===== src/rtl/msx_mouse_reader.sv =====
// msx_mouse_reader
//   Host-side initiator for the MSX mouse strobe protocol on a joystick port.
//   Each read toggles the strobe line four times. One data nibble is sampled
//   SETTLE cycles after each toggle. The nibbles are assembled into signed X/Y
//   deltas, and the button states are captured alongside them.
//
//   After reset the block waits RESYNC idle cycles before it accepts a read.
//   That wait is long enough for the device's nibble index to time out to 0
//   after an aborted sequence.
//
// Parameters
//   SETTLE  cycles from each strobe toggle to its nibble sample (>= 3)
//   RESYNC  idle cycles after reset before the first read
//
// Ports
//   clk_sys  in   system clock
//   reset    in   synchronous, active-high reset
//   start    in   request one read; ignored while busy
//   pins     in   joystick port inputs: [3:0] data nibble (bit3 = MSB),
//                 [5:4] buttons 2/1 (active-low)
//   strobe   out  port strobe line (pin 8) to the device
//   busy     out  high during resync or a read
//   valid    out  one-cycle pulse when dx/dy/btn are updated
//   dx, dy   out  X/Y deltas, two's complement, as sent by the device
//   btn      out  buttons, active-high: [0] = pins[4], [1] = pins[5]
//   pos_x,   out  (only with MSX_MOUSE_ACCUM_EN) saturating 16-bit unsigned
//   pos_y         position accumulators, reset to 16'h8000
//
// Build option
//   MSX_MOUSE_ACCUM_EN  when defined, adds the pos_x/pos_y accumulators
//
// States
//   ST_RESYNC | post-reset wait, start ignored
//   ST_IDLE   | waiting for start
//   ST_SETTLE | counting down to the next nibble sample
//   ST_DONE   | publish dx/dy/btn, pulse valid

module msx_mouse_reader #(
  parameter int SETTLE = 64,
  parameter int RESYNC = 131072
) (
  input  logic       clk_sys,
  input  logic       reset,
  input  logic       start,
  input  logic [5:0] pins,
  output logic       strobe,
  output logic       busy,
  output logic       valid,
  output logic [7:0] dx,
  output logic [7:0] dy,
  output logic [1:0] btn
`ifdef MSX_MOUSE_ACCUM_EN
  ,
  output logic [15:0] pos_x,
  output logic [15:0] pos_y
`endif
);

  localparam int RW = $clog2(RESYNC) + 1;
  localparam int SW = $clog2(SETTLE) + 1;

  typedef enum logic [1:0] {
    ST_RESYNC,
    ST_IDLE,
    ST_SETTLE,
    ST_DONE
  } state_t;

  state_t          state_q, state_d;
  logic [RW-1:0]   rs_cnt_q, rs_cnt_d;
  logic [SW-1:0]   st_cnt_q, st_cnt_d;
  logic [1:0]      idx_q, idx_d;
  logic            strobe_q, strobe_d;
  logic            busy_q, busy_d;
  logic            valid_q, valid_d;
  logic [7:0]      x_q, x_d;
  logic [7:0]      y_q, y_d;
  logic [1:0]      bcap_q, bcap_d;
  logic [7:0]      dx_q, dx_d;
  logic [7:0]      dy_q, dy_d;
  logic [1:0]      btn_q, btn_d;
  logic [5:0]      pins_m_q, pins_s_q;

`ifdef MSX_MOUSE_ACCUM_EN
  logic [15:0] pos_x_q, pos_x_d;
  logic [15:0] pos_y_q, pos_y_d;
  logic [17:0] px_sum, py_sum;

  // Clamp an 18-bit result of a 16-bit unsigned +/- 8-bit signed operation.
  // A set bit 17 means the result went negative. A set bit 16 means it
  // overflowed above 16'hFFFF.
  function automatic logic [15:0] sat16(input logic [17:0] v);
    if (v[17])      return 16'h0000;
    else if (v[16]) return 16'hFFFF;
    else            return v[15:0];
  endfunction

  // MSX X motion is positive to the left, so it is subtracted.
  always_comb begin
    px_sum = {2'b00, pos_x_q} - {{10{x_q[7]}}, x_q};
    py_sum = {2'b00, pos_y_q} + {{10{y_q[7]}}, y_q};
  end
`endif

  always_comb begin
    state_d  = state_q;
    rs_cnt_d = rs_cnt_q;
    st_cnt_d = st_cnt_q;
    idx_d    = idx_q;
    strobe_d = strobe_q;
    busy_d   = busy_q;
    valid_d  = 1'b0;
    x_d      = x_q;
    y_d      = y_q;
    bcap_d   = bcap_q;
    dx_d     = dx_q;
    dy_d     = dy_q;
    btn_d    = btn_q;
`ifdef MSX_MOUSE_ACCUM_EN
    pos_x_d  = pos_x_q;
    pos_y_d  = pos_y_q;
`endif

    case (state_q)
      ST_RESYNC: begin
        if (rs_cnt_q == '0) begin
          state_d = ST_IDLE;
          busy_d  = 1'b0;
        end else begin
          rs_cnt_d = rs_cnt_q - RW'(1);
        end
      end

      ST_IDLE: begin
        if (start) begin
          strobe_d = ~strobe_q;
          st_cnt_d = SW'(SETTLE - 1);
          idx_d    = 2'd0;
          busy_d   = 1'b1;
          state_d  = ST_SETTLE;
        end
      end

      ST_SETTLE: begin
        if (st_cnt_q == '0) begin
          case (idx_q)
            2'd0: x_d[7:4] = pins_s_q[3:0];
            2'd1: x_d[3:0] = pins_s_q[3:0];
            2'd2: y_d[7:4] = pins_s_q[3:0];
            2'd3: y_d[3:0] = pins_s_q[3:0];
            default: ;
          endcase
          if (idx_q == 2'd3) begin
            // The last nibble gets no toggle, so each read makes exactly four edges.
            bcap_d  = ~pins_s_q[5:4];
            state_d = ST_DONE;
          end else begin
            strobe_d = ~strobe_q;
            st_cnt_d = SW'(SETTLE - 1);
            idx_d    = idx_q + 2'd1;
          end
        end else begin
          st_cnt_d = st_cnt_q - SW'(1);
        end
      end

      ST_DONE: begin
        dx_d    = x_q;
        dy_d    = y_q;
        btn_d   = bcap_q;
        valid_d = 1'b1;
        busy_d  = 1'b0;
        state_d = ST_IDLE;
`ifdef MSX_MOUSE_ACCUM_EN
        pos_x_d = sat16(px_sum);
        pos_y_d = sat16(py_sum);
`endif
      end

      default: begin
        state_d = ST_RESYNC;
        busy_d  = 1'b1;
      end
    endcase
  end

  always_ff @(posedge clk_sys) begin
    if (reset) begin
      state_q  <= ST_RESYNC;
      rs_cnt_q <= RW'(RESYNC);
      st_cnt_q <= '0;
      idx_q    <= '0;
      strobe_q <= 1'b0;
      busy_q   <= 1'b1;
      valid_q  <= 1'b0;
      x_q      <= '0;
      y_q      <= '0;
      bcap_q   <= '0;
      dx_q     <= '0;
      dy_q     <= '0;
      btn_q    <= '0;
      pins_m_q <= 6'h3F;
      pins_s_q <= 6'h3F;
`ifdef MSX_MOUSE_ACCUM_EN
      pos_x_q  <= 16'h8000;
      pos_y_q  <= 16'h8000;
`endif
    end else begin
      state_q  <= state_d;
      rs_cnt_q <= rs_cnt_d;
      st_cnt_q <= st_cnt_d;
      idx_q    <= idx_d;
      strobe_q <= strobe_d;
      busy_q   <= busy_d;
      valid_q  <= valid_d;
      x_q      <= x_d;
      y_q      <= y_d;
      bcap_q   <= bcap_d;
      dx_q     <= dx_d;
      dy_q     <= dy_d;
      btn_q    <= btn_d;
      pins_m_q <= pins;
      pins_s_q <= pins_m_q;
`ifdef MSX_MOUSE_ACCUM_EN
      pos_x_q  <= pos_x_d;
      pos_y_q  <= pos_y_d;
`endif
    end
  end

  assign strobe = strobe_q;
  assign busy   = busy_q;
  assign valid  = valid_q;
  assign dx     = dx_q;
  assign dy     = dy_q;
  assign btn    = btn_q;
`ifdef MSX_MOUSE_ACCUM_EN
  assign pos_x  = pos_x_q;
  assign pos_y  = pos_y_q;
`endif

endmodule


===== config.mk =====
export PLATFORM = sky130hd
export DESIGN_NAME = msx_mouse_reader
export DESIGN_NICKNAME = d
export VERILOG_FILES = /design/src/rtl/msx_mouse_reader.sv
export SDC_FILE = /design/constraint.sdc
export NUM_CORES = 1
export LEC_CHECK = 0
export CAP_MARGIN = 20
export CORE_ASPECT_RATIO = 0.75
export CORE_MARGIN = 2
export CORE_UTILIZATION = 61
export CTS_CLUSTER_SIZE = 30
export DETAILED_ROUTE_END_ITERATION = 12
export HOLD_SLACK_MARGIN = 0.1
export PLACE_DENSITY = 0.84
export RECOVER_POWER = 25
export SYNTH_ARGS = -nofsm -noshare
export SYNTH_HDL_FRONTEND = slang
export SYNTH_SLANG_ARGS = --single-unit

===== constraint.sdc =====
create_clock -name clk_sys -period 3.5 [get_ports clk_sys]
set_input_delay 0.7 -clock clk_sys [delete_from_list [all_inputs] [get_ports clk_sys]]
set_output_delay 0.7 -clock clk_sys [all_outputs]
set_load 0.03 [all_outputs]

==> flow_summary_export.csv, run 1 <==
group,metric,value,unit
clock_tree,cts_made_buffers,9,
global_routing,grt_usage,21.3,%
clock_tree,clockBufferDepth,2,
detailed_routing,drt-total-wl,6300,um
sta,tightest_slew,1.96,ns
critical_path,required,3.81,ns
clock_tree,h-tree-depth,3,
global_routing,grt_max_degree,53,
sta,final-setup-viol-count,0,
floorplanning,die_x,90.0,um
hold_path,hold_path_depth,1,
sta,fin_crit,2.64,ns
yosys,synth-adder-area-share,4.44,%
yosys,yosys_warnings,0,
run_status,status,"complete, but fails checks",
floorplanning,num_io_pins,30,
global_routing,grt-busiest-layer,"met2",
floorplanning,core-area,5350,um2
critical_path,critPathCaptureType,"flop",
sta,slew_viol_final,53,
critical_path,cp_max_fo,52,
critical_path,r2r_cells,7,
clock_tree,cts.sinks,80,
yosys,async_reset_ff_share,0,%
finish,fill_cells,395,
floorplanning,num_rows,23,
global_routing,antenna_found_initial,0,
pwr,power.density,666,nW/um2
yosys,synth_top_family_by_area,"simple AND/OR/NAND/NOR gates",
clock_tree,holdBufCountCts,0,
clock_tree,cts_tree,"yes",
yosys,yosys.area_share.simple,23.4,%
detailed_routing,vias_per_cell,5.51,
global_routing,grt_first_pass_wirelength,10200,um
critical_path,startpoint_type,"input port",
finish,layout_common_cells,"dfxtp_1, nor2_1, mux2i_1",
yosys,syn_avg_cell_area,9.64,um2
floorplanning,die-area,6170,um2
detailed_routing,num_vias,2520,
sta,rsz0062_at_grt,"no",
sta,hold_viol_final,0,
yosys,synth_area,3380,um2
sta,maxSlewHeadroom,-30.6,%
placement,dp_hpwl,4360,um
sta,final.setup.tns,0,ns
floorplanning,start_util,63.2,%
yosys,ys_types,44,
finish,fin_nets,398,
yosys,ys.flop_type,"dfxtp_1",
finish,syn2layout_area_growth,15.5,%
detailed_routing,drc,0,
pwr,leakage,1.48,nW
global_routing,use_met3,6.74,%
finish,finish.instance_area,3910,um2
yosys,synth_nets,372,
placement,port_buffers,29,
clock_tree,cts_resized,0,
flow_run,max-cap-violations,1,
finish,final_common_cell,"dfxtp_1",
placement,dpl_cell_area,3700,um2
floorplanning,die_h,68.5,um
yosys,synth-xor-area-share,4.40,%
sta,max_freq,379,MHz
detailed_routing,antenna_left,0,
yosys,synth_seq_cells,80,
detailed_routing,wl_per_cell,13.8,um
global_routing,use_met2,33.9,%
global_routing,gr-usage-met1,27.9,%
sta,clock_skew,0.00743,ns
pwr,power,0.00261,W
detailed_routing,firstDrtPassIters,4,
placement,place.gp.congestion,0.856,
critical_path,crit_type,"in -> reg",
yosys,ys_seq_area_share,47.3,%
finish,drive_gt1_share,11.3,%
clock_tree,root_buffer,"clkbuf_8",
clock_tree,cts.reportedPaths.clkPinSlew,0.09,ns
finish,diodes,0,
global_routing,grt-ovfl-total,0,
global_routing,grt_pass1_vias,2218,
clock_tree,clock_latency,0.36,ns
run_status,violations,"capacitance limit, slew limit",
hold_path,hp-class,"reg -> reg",
pwr,peakVddDrop,0.000548,V
critical_path,arrival,2.94,ns
clock_tree,post_cts_buffers,0,
yosys,synth_edf_count,0,
yosys,syn_inst,351,
yosys,synth_compound_area_share,6.91,%
yosys,synth_mux_area_share,10.1,%
sta,min_period_over_period,75.3,%
detailed_routing,drt_iter0_drc,119,
path summary, 6_finish.rpt:
kind / start / endpoint / slack [ns]
worst max-delay path: reset / pins_m_q[3] / 0.86
worst max register to register: state_q[0] / rs_cnt_q[11] / 1.27
worst min register to register: pins_m_q[4] / pins_s_q[4] / 0.42
worst min-delay path: pins_m_q[4] / pins_s_q[4] / 0.42
per-stage QoR:
| stage | worst slack [ns] | util [%] | instances | hold WS, ns |
|---|---|---|---|---|
| after CTS | 1.34 | 73.0 | 456 | 0.419 |
| after global routing | 0.615 | 73.0 | 457 | 0.434 |
| after floorplan | 1.68 | - | 351 | 0.389 |
| final | 0.865 | 73.0 | 457 | 0.416 |
| after global placement | 1.25 | 69.2 | 440 | 0.392 |
| after detailed placement | 1.22 | 69.2 | 440 | 0.399 |
cell usage after synthesis (4+ instances only):
cell | count | area, um2
nand3_1 | 10 | 50.1
ha_1 | 12 | 150
nor2b_1 | 4 | 25.0
clkbuf_1 | 14 | 52.6
mux2i_1 | 32 | 320
xor2_1 | 7 | 61.3
o21ai_0 | 5 | 25.0
dfxtp_1 | 80 | 1600
a21oi_1 | 20 | 100
xnor2_1 | 10 | 87.6
nand4_1 | 7 | 43.8
nand2_1 | 17 | 63.8
nand2b_1 | 5 | 31.3
inv_1 | 12 | 45.0
nor2_1 | 56 | 210
nor4_1 | 6 | 37.5
or2_2 | 12 | 75.1
nor3_1 | 7 | 35.0
per-layer routing:
| metal | up-vias | wire length (um) |
|---|---|---|
| met5 | - | 0 |
| met4 | 0 | 91 |
| met3 | 12 | 359 |
| met2 | 73 | 2850 |
| met1 | 1188 | 3000 |
| li1 | 1247 | - |
final cells by class:
class                   count  area, um2  share of cell area, %
clock buffers               9        124                   3.17
repair buffers             31        293                   7.49
well taps                  75       93.8                   2.40
flip-flops and latches     80       1600                   41.0
clock inverters             7       83.8                   2.14
multi-input cells         243       1670                   42.7
inverters                  12       45.0                   1.15
flip-flops by register name, indices dropped and copies added, names as in the netlist, 6 cells and up:
name and cells:
pins_s_q 6, dx 8, dy 8, rs_cnt_q 18, pins_m_q 6, x_q 8, st_cnt_q 7, y_q 8
kinds of logic after synthesis:
kind of cell / Yosys count
AND/OR/NAND/NOR: 144
flip-flops: 80
adder cells (fa/ha/maj): 12
multiplexers: 34
buffers and inverters: 28
XOR/XNOR: 17
AO/OA/AOI/OAI: 36
critical path, stage by stage:
cell and delay [ns]:
clkbuf_2 0.46, clkbuf_1 1.46, or2_2 0.29
where the power goes:
group	switching [W]	internal [W]	leakage [nW]
combinational	0.000409	0.000335	0.731
sequential	0.000128	0.00101	0.650
clock	0.000375	0.000344	0.103
total	0.000912	0.00169	1.48
Note: power is estimated with default switching activity, not from simulation.
==> inputs of run 2 (changes only) <==
--- a/config.mk
+++ b/config.mk
@@ -8,11 +8,11 @@
 export CAP_MARGIN = 20
 export CORE_ASPECT_RATIO = 0.75
 export CORE_MARGIN = 2
-export CORE_UTILIZATION = 61
+export CORE_UTILIZATION = 51
 export CTS_CLUSTER_SIZE = 30
 export DETAILED_ROUTE_END_ITERATION = 12
 export HOLD_SLACK_MARGIN = 0.1
-export PLACE_DENSITY = 0.84
+export PLACE_DENSITY = 0.75
 export RECOVER_POWER = 25
 export SYNTH_ARGS = -nofsm -noshare
 export SYNTH_HDL_FRONTEND = slang
==> constraint.sdc (replaced) <==
create_clock -name clk_sys -period 2.35 [get_ports clk_sys]
set_input_delay 0.47 -clock clk_sys [delete_from_list [all_inputs] [get_ports clk_sys]]
set_output_delay 0.47 -clock clk_sys [all_outputs]
set_load 0.03 [all_outputs]
==> flow_summary_export.csv, run 2 (synthesized netlist as in run 1, its figures left out) <==
group,metric,value,unit
pwr,pwr-share-comb,30.0,%
pwr,power.density,963,nW/um2
placement,place.gp.congestion,0.847,
flow_run,max-cap-violations,0,
global_routing,grt_first_pass_wirelength,10900,um
critical_path,startpoint_type,"input port",
floorplanning,start_util,53.3,%
global_routing,grt_pass1_vias,2344,
floorplanning,die-area,7310,um2
hold_path,hold_start,"pins_m_q[2]",
global_routing,antenna_found_initial,0,
finish,largest_reg_flops,18,
clock_tree,cts.sinks,80,
clock_tree,clock_latency,0.36,ns
floorplanning,die_x,98.1,um
hold_path,min_to,"pins_s_q[2]",
finish,diodes,0,
critical_path,crit_type,"in -> reg",
pwr,switchingPower,0.00134,W
placement,port_buffers,29,
finish,layout_common_cells,"dfxtp_1, nor2_1, mux2i_1",
run_status,status,"completed",
detailed_routing,firstDrtPassIters,4,
pwr,peakVddDrop,0.000457,V
detailed_routing,wl_per_cell,13.4,um
hold_path,hp-class,"reg -> reg",
critical_path,cp_cell_sequence,"clkbuf_1 > clkbuf_2 > a311oi_1 > a21oi_1",
sta,slew_viol_final,0,
critical_path,required,2.63,ns
sta,tightest_slew,1.34,ns
clock_tree,holdBufCountCts,0,
critical_path,r2r_cells,7,
sta,fin_ws,0.373,ns
pwr,p_sw_share,35.3,%
global_routing,grt_usage,19.1,%
sta,fin_crit,1.98,ns
clock_tree,clockBufferDepth,2,
detailed_routing,antenna_left,0,
detailed_routing,drt-total-wl,6260,um
finish,drive_gt1_share,12.7,%
critical_path,worst-path-buf-inv,2,
floorplanning,die_h,74.6,um
detailed_routing,drc,0,
floorplanning,num_rows,25,
critical_path,crit_path_top_delay_cell,"clkbuf_1",
finish,syn2layout_area_growth,16.5,%
hold_path,hold_path_depth,1,
global_routing,grt-ovfl-total,0,
floorplanning,num_io_pins,30,
clock_tree,cts_resized,0,
critical_path,r2r_start,"state_q[1]",
critical_path,critPathCaptureType,"flop",
critical_path,r2r_slack,0.42,ns
sta,maxSlewHeadroom,10.9,%
clock_tree,post_cts_buffers,0,
pwr,leakage,1.50,nW
sta,max_freq,506,MHz
floorplanning,core-area,6350,um2
critical_path,critPathTopFamily,"buffers and inverters",
clock_tree,cts_tree,"yes",
critical_path,cpPeakStageDelay,0.95,ns
critical_path,timing.rr.end,"rs_cnt_q[11]",
detailed_routing,num_vias,2436,
critical_path,cp_max_fo,33,
critical_path,arrival,2.26,ns
sta,final-setup-viol-count,0,
sta,final.setup.tns,0,ns
sta,rsz0062_at_grt,"no",
clock_tree,cts_made_buffers,9,
placement,place_ws,0.286,ns
clock_tree,root_buffer,"clkbuf_8",
global_routing,grt_max_degree,34,
finish,final_common_cell,"dfxtp_1",
finish,fin_nets,403,
detailed_routing,drt_iter0_drc,84,
pwr,p_seq_share,44.3,%
clock_tree,h-tree-depth,3,
sta,hold_viol_final,0,
placement,dp_hpwl,4610,um
sta,min_period_over_period,84.1,%
detailed_routing,vias_per_cell,5.21,
sta,clock_skew,0.00837,ns
clock_tree,cts.reportedPaths.clkPinSlew,0.09,ns
pwr,p_clk_share,25.6,%
pwr,p_int,0.00246,W
finish,regMostFlops,"rs_cnt_q",
## run 2: cell types whose count changed in the layout (fill, tap and decap cells not counted), sizes merged
cell      change
clkinvlp      +1
bufinv        -1
buf           +5
## run 2: worst max-delay path by stage
stage                     startpoint            to  cells after the start
after floorplan           state_q[0]  rs_cnt_q[11]                      7
after detailed placement       start    state_q[0]                      5
after global routing           reset          busy                      4
after CTS                 state_q[1]  rs_cnt_q[11]                      7
after global placement         start    state_q[0]                      5
final                          reset          busy                      4
## run 2: area by class of cell
cell class | count | area (um2)
clock buffers | 9 | 124
well taps | 81 | 101
clock inverters | 7 | 68.8
multi-input cells | 243 | 1670
repair buffers | 36 | 332
fillers | 541 | 2410
flip-flops and latches | 80 | 1600
inverters | 12 | 45.0
## run 2: layer usage
layer | GRT usage [%] | part of all wire [%] | vias to the layer above | wire length, um
li1 | - | - | 1263 | -
met4 | 6.94 | 1.5 | 0 | 91
met5 | 0 | 0 | - | 0
met3 | 5.08 | 2.8 | 12 | 177
met2 | 29.8 | 45 | 30 | 2790
met1 | 25.9 | 51 | 1131 | 3190
## run 2: worst register-to-register path: cells and delay by family, from the launching register on
kind	cells	cell delay, ns
AO/OA/AOI/OAI	1	0.13
AND/OR/NAND/NOR	4	0.95
buffers and inverters	1	0.11
adder cells (fa/ha/maj)	1	0.31
flip-flops	1	0.35
## run 2: power by group through the flow
| stage | registers, W | logic [W] | clock network, W |
|---|---|---|---|
| 2_1_floorplan | 0.00170 | 0.000998 | 0 |
| 3_3_place_gp | 0.00171 | 0.00111 | 0 |
| 3_5_place_dp | 0.00171 | 0.00114 | 0 |
| 4_1_cts | 0.00168 | 0.00114 | 0.00100 |
| 5_1_grt | 0.00171 | 0.00128 | 0.00106 |
| 6_report | 0.00168 | 0.00114 | 0.000973 |
## run 2: metrics by stage
| stage | util, % | std cells | power, W | area [um2] | hold slack, ns |
|---|---|---|---|---|---|
| 3_3_place_gp | 59.1 | 452 | 0.00282 | 3750 | 0.393 |
| 5_1_grt | 62.1 | 468 | 0.00404 | 3940 | 0.438 |
| 4_1_cts | 62.2 | 468 | 0.00383 | 3950 | 0.416 |
| 3_5_place_dp | 59.1 | 452 | 0.00285 | 3750 | 0.394 |
| 6_report | 62.1 | 468 | 0.00379 | 3940 | 0.416 |
| 2_1_floorplan | - | 351 | 0.00270 | 3380 | 0.389 |
==> inputs of run 3 (changes only) <==
--- a/config.mk
+++ b/config.mk
@@ -8,11 +8,11 @@
 export CAP_MARGIN = 20
 export CORE_ASPECT_RATIO = 0.75
 export CORE_MARGIN = 2
-export CORE_UTILIZATION = 51
+export CORE_UTILIZATION = 57
 export CTS_CLUSTER_SIZE = 30
 export DETAILED_ROUTE_END_ITERATION = 12
 export HOLD_SLACK_MARGIN = 0.1
-export PLACE_DENSITY = 0.75
+export PLACE_DENSITY = 0.79
 export RECOVER_POWER = 25
 export SYNTH_ARGS = -nofsm -noshare
 export SYNTH_HDL_FRONTEND = slang
==> constraint.sdc (replaced) <==
create_clock -name clk_sys -period 2 [get_ports clk_sys]
set_input_delay 0.4 -clock clk_sys [delete_from_list [all_inputs] [get_ports clk_sys]]
set_output_delay 0.4 -clock clk_sys [all_outputs]
set_load 0.03 [all_outputs]
==> flow_summary_export.csv, run 3 (synthesized netlist as in run 1, its figures left out) <==
group,metric,value,unit
critical_path,timing.rr.end,"state_q[0]",
sta,final-setup-viol-count,0,
floorplanning,num_io_pins,30,
critical_path,cp_cell_sequence,"or4_4 > nor2_4 > a21oi_1 > nor3_4 > mux2_1",
pwr,p_sw_share,34.0,%
clock_tree,cts_tree,"yes",
critical_path,r2r_start,"st_cnt_q[2]",
detailed_routing,antenna_left,0,
sta,rsz0062_at_grt,"no",
critical_path,crit_type,"reg -> reg",
hold_path,hold_path_depth,1,
sta,hold_viol_final,0,
global_routing,grt_pass1_vias,2309,
critical_path,cpPeakStageDelay,0.59,ns
placement,dp_hpwl,4400,um
finish,fin_nets,409,
finish,syn2layout_area_growth,18.4,%
finish,diodes,0,
placement,place.gp.congestion,0.861,
run_status,status,"completed",
sta,max_freq,537,MHz
sta,min_period_over_period,93.2,%
pwr,p_clk_share,26.3,%
critical_path,crit_path_top_delay_cell,"or4_4",
clock_tree,post_cts_buffers,0,
sta,clock_skew,0.0101,ns
clock_tree,holdBufCountCts,0,
critical_path,r2r_cells,5,
detailed_routing,drt-total-wl,6410,um
sta,tightest_slew,0.642,ns
flow_run,max-cap-violations,0,
clock_tree,cts.sinks,80,
detailed_routing,wl_per_cell,13.6,um
global_routing,antenna_found_initial,0,
critical_path,r2r_slack,0.14,ns
floorplanning,die_x,93.0,um
floorplanning,num_rows,24,
floorplanning,die_h,70.7,um
clock_tree,cts_resized,0,
critical_path,required,2.24,ns
floorplanning,core-area,5770,um2
clock_tree,root_buffer,"clkbuf_8",
pwr,pwr-share-comb,30.7,%
finish,layout_common_cells,"dfxtp_1, nor2_1, mux2i_1",
pwr,p_seq_share,43.0,%
sta,maxSlewHeadroom,57.2,%
sta,fin_crit,1.86,ns
finish,finish.instance_area,4010,um2
pwr,power.density,1140,nW/um2
pwr,leakage,1.54,nW
detailed_routing,drc,0,
sta,slew_viol_final,0,
finish,fill_cells,447,
placement,port_buffers,29,
hold_path,hold_start,"pins_m_q[4]",
detailed_routing,drt_iter0_drc,152,
finish,regMostFlops,"rs_cnt_q",
clock_tree,h-tree-depth,3,
global_routing,grt_first_pass_wirelength,10900,um
hold_path,hp-class,"reg -> reg",
clock_tree,clockBufferDepth,2,
detailed_routing,num_vias,2475,
critical_path,arrival,2.10,ns
finish,final_common_cell,"dfxtp_1",
floorplanning,start_util,58.7,%
hold_path,min_to,"pins_s_q[4]",
clock_tree,clock_latency,0.35,ns
critical_path,cp_max_fo,5,
placement,place_ws,0.105,ns
critical_path,critPathCaptureType,"flop",
placement,dpl_cell_area,3810,um2
sta,hold_ws,0.411,ns
sta,final.setup.tns,0,ns
finish,largest_reg_flops,18,
sta,fin_ws,0.137,ns
pwr,switchingPower,0.00155,W
finish,drive_gt1_share,14.0,%
clock_tree,cts.reportedPaths.clkPinSlew,0.08,ns
detailed_routing,vias_per_cell,5.25,
critical_path,startpoint_type,"flop",
global_routing,grt_usage,21.3,%
global_routing,grt_max_degree,44,
pwr,peakVddDrop,0.000746,V
pwr,p_int,0.00302,W
clock_tree,cts_made_buffers,9,
detailed_routing,firstDrtPassIters,4,
global_routing,grt-ovfl-total,0,
floorplanning,die-area,6580,um2
run 3: changes by cell type in the layout (fill, tap and decap cells not counted):
cell,delta
buf_4,+6
inv_8,-4
inv_6,+2
buf_12,+1
bufinv_16,+1
clkbuf_2,-1
clkinv_2,+1
clkinv_4,+1
clkinvlp_4,-1
run 3: worst max-delay path: cells and delay by family, from the launching register on:
family | cells | cell delay, ns
multiplexers | 1 | 0.34
AND/OR/NAND/NOR | 3 | 0.95
flip-flops | 1 | 0.36
AO/OA/AOI/OAI | 1 | 0.12
run 3: layout make-up:
type                            instances  area (um2)  share of cell area (%)
Sequential cell                        80        1600                    40.0
Multi-Input combinational cell        243        1670                    41.7
Clock inverter                          7        77.6                    1.94
Timing Repair Buffer                   42         392                    9.78
Tap cell                               78        97.6                    2.44
Clock buffer                            9         124                    3.09
Inverter                               12        45.0                    1.12
run 3: per-layer routing:
| layer | global-route usage [%] | vias to the layer above | routed length [um] |
|---|---|---|---|
| met5 | 0 | - | 0 |
| met4 | 4.90 | 0 | 42 |
| met3 | 7.14 | 5 | 268 |
| met2 | 31.0 | 49 | 2890 |
| met1 | 30.8 | 1146 | 3210 |
| li1 | - | 1275 | - |
run 3: power groups by stage:
stage | Clock, W | Combinational (W) | Sequential [W]
2_1_floorplan | 0 | 0.00117 | 0.00200
3_3_place_gp | 0 | 0.00136 | 0.00199
3_5_place_dp | 0 | 0.00139 | 0.00200
4_1_cts | 0.00123 | 0.00141 | 0.00196
5_1_grt | 0.00130 | 0.00155 | 0.00199
6_report | 0.00120 | 0.00140 | 0.00196
run 3: through the flow:
stage          cells  util (%)  power, W
3_5_place_dp     455      66.1   0.00339
4_1_cts          471      69.6   0.00460
5_1_grt          471      69.5   0.00484
3_3_place_gp     455      66.1   0.00334
6_report         471      69.5   0.00457
2_1_floorplan    351         -   0.00318
run 3: worst max path at each step:
stage / startpoint / end / depth (start not counted)
2_1_floorplan: state_q[0] / rs_cnt_q[11] / 7
3_3_place_gp: start / state_q[0] / 5
3_5_place_dp: start / state_q[0] / 5
4_1_cts: st_cnt_q[2] / state_q[0] / 5
5_1_grt: rs_cnt_q[2] / rs_cnt_q[14] / 6
6_report: st_cnt_q[2] / state_q[0] / 5
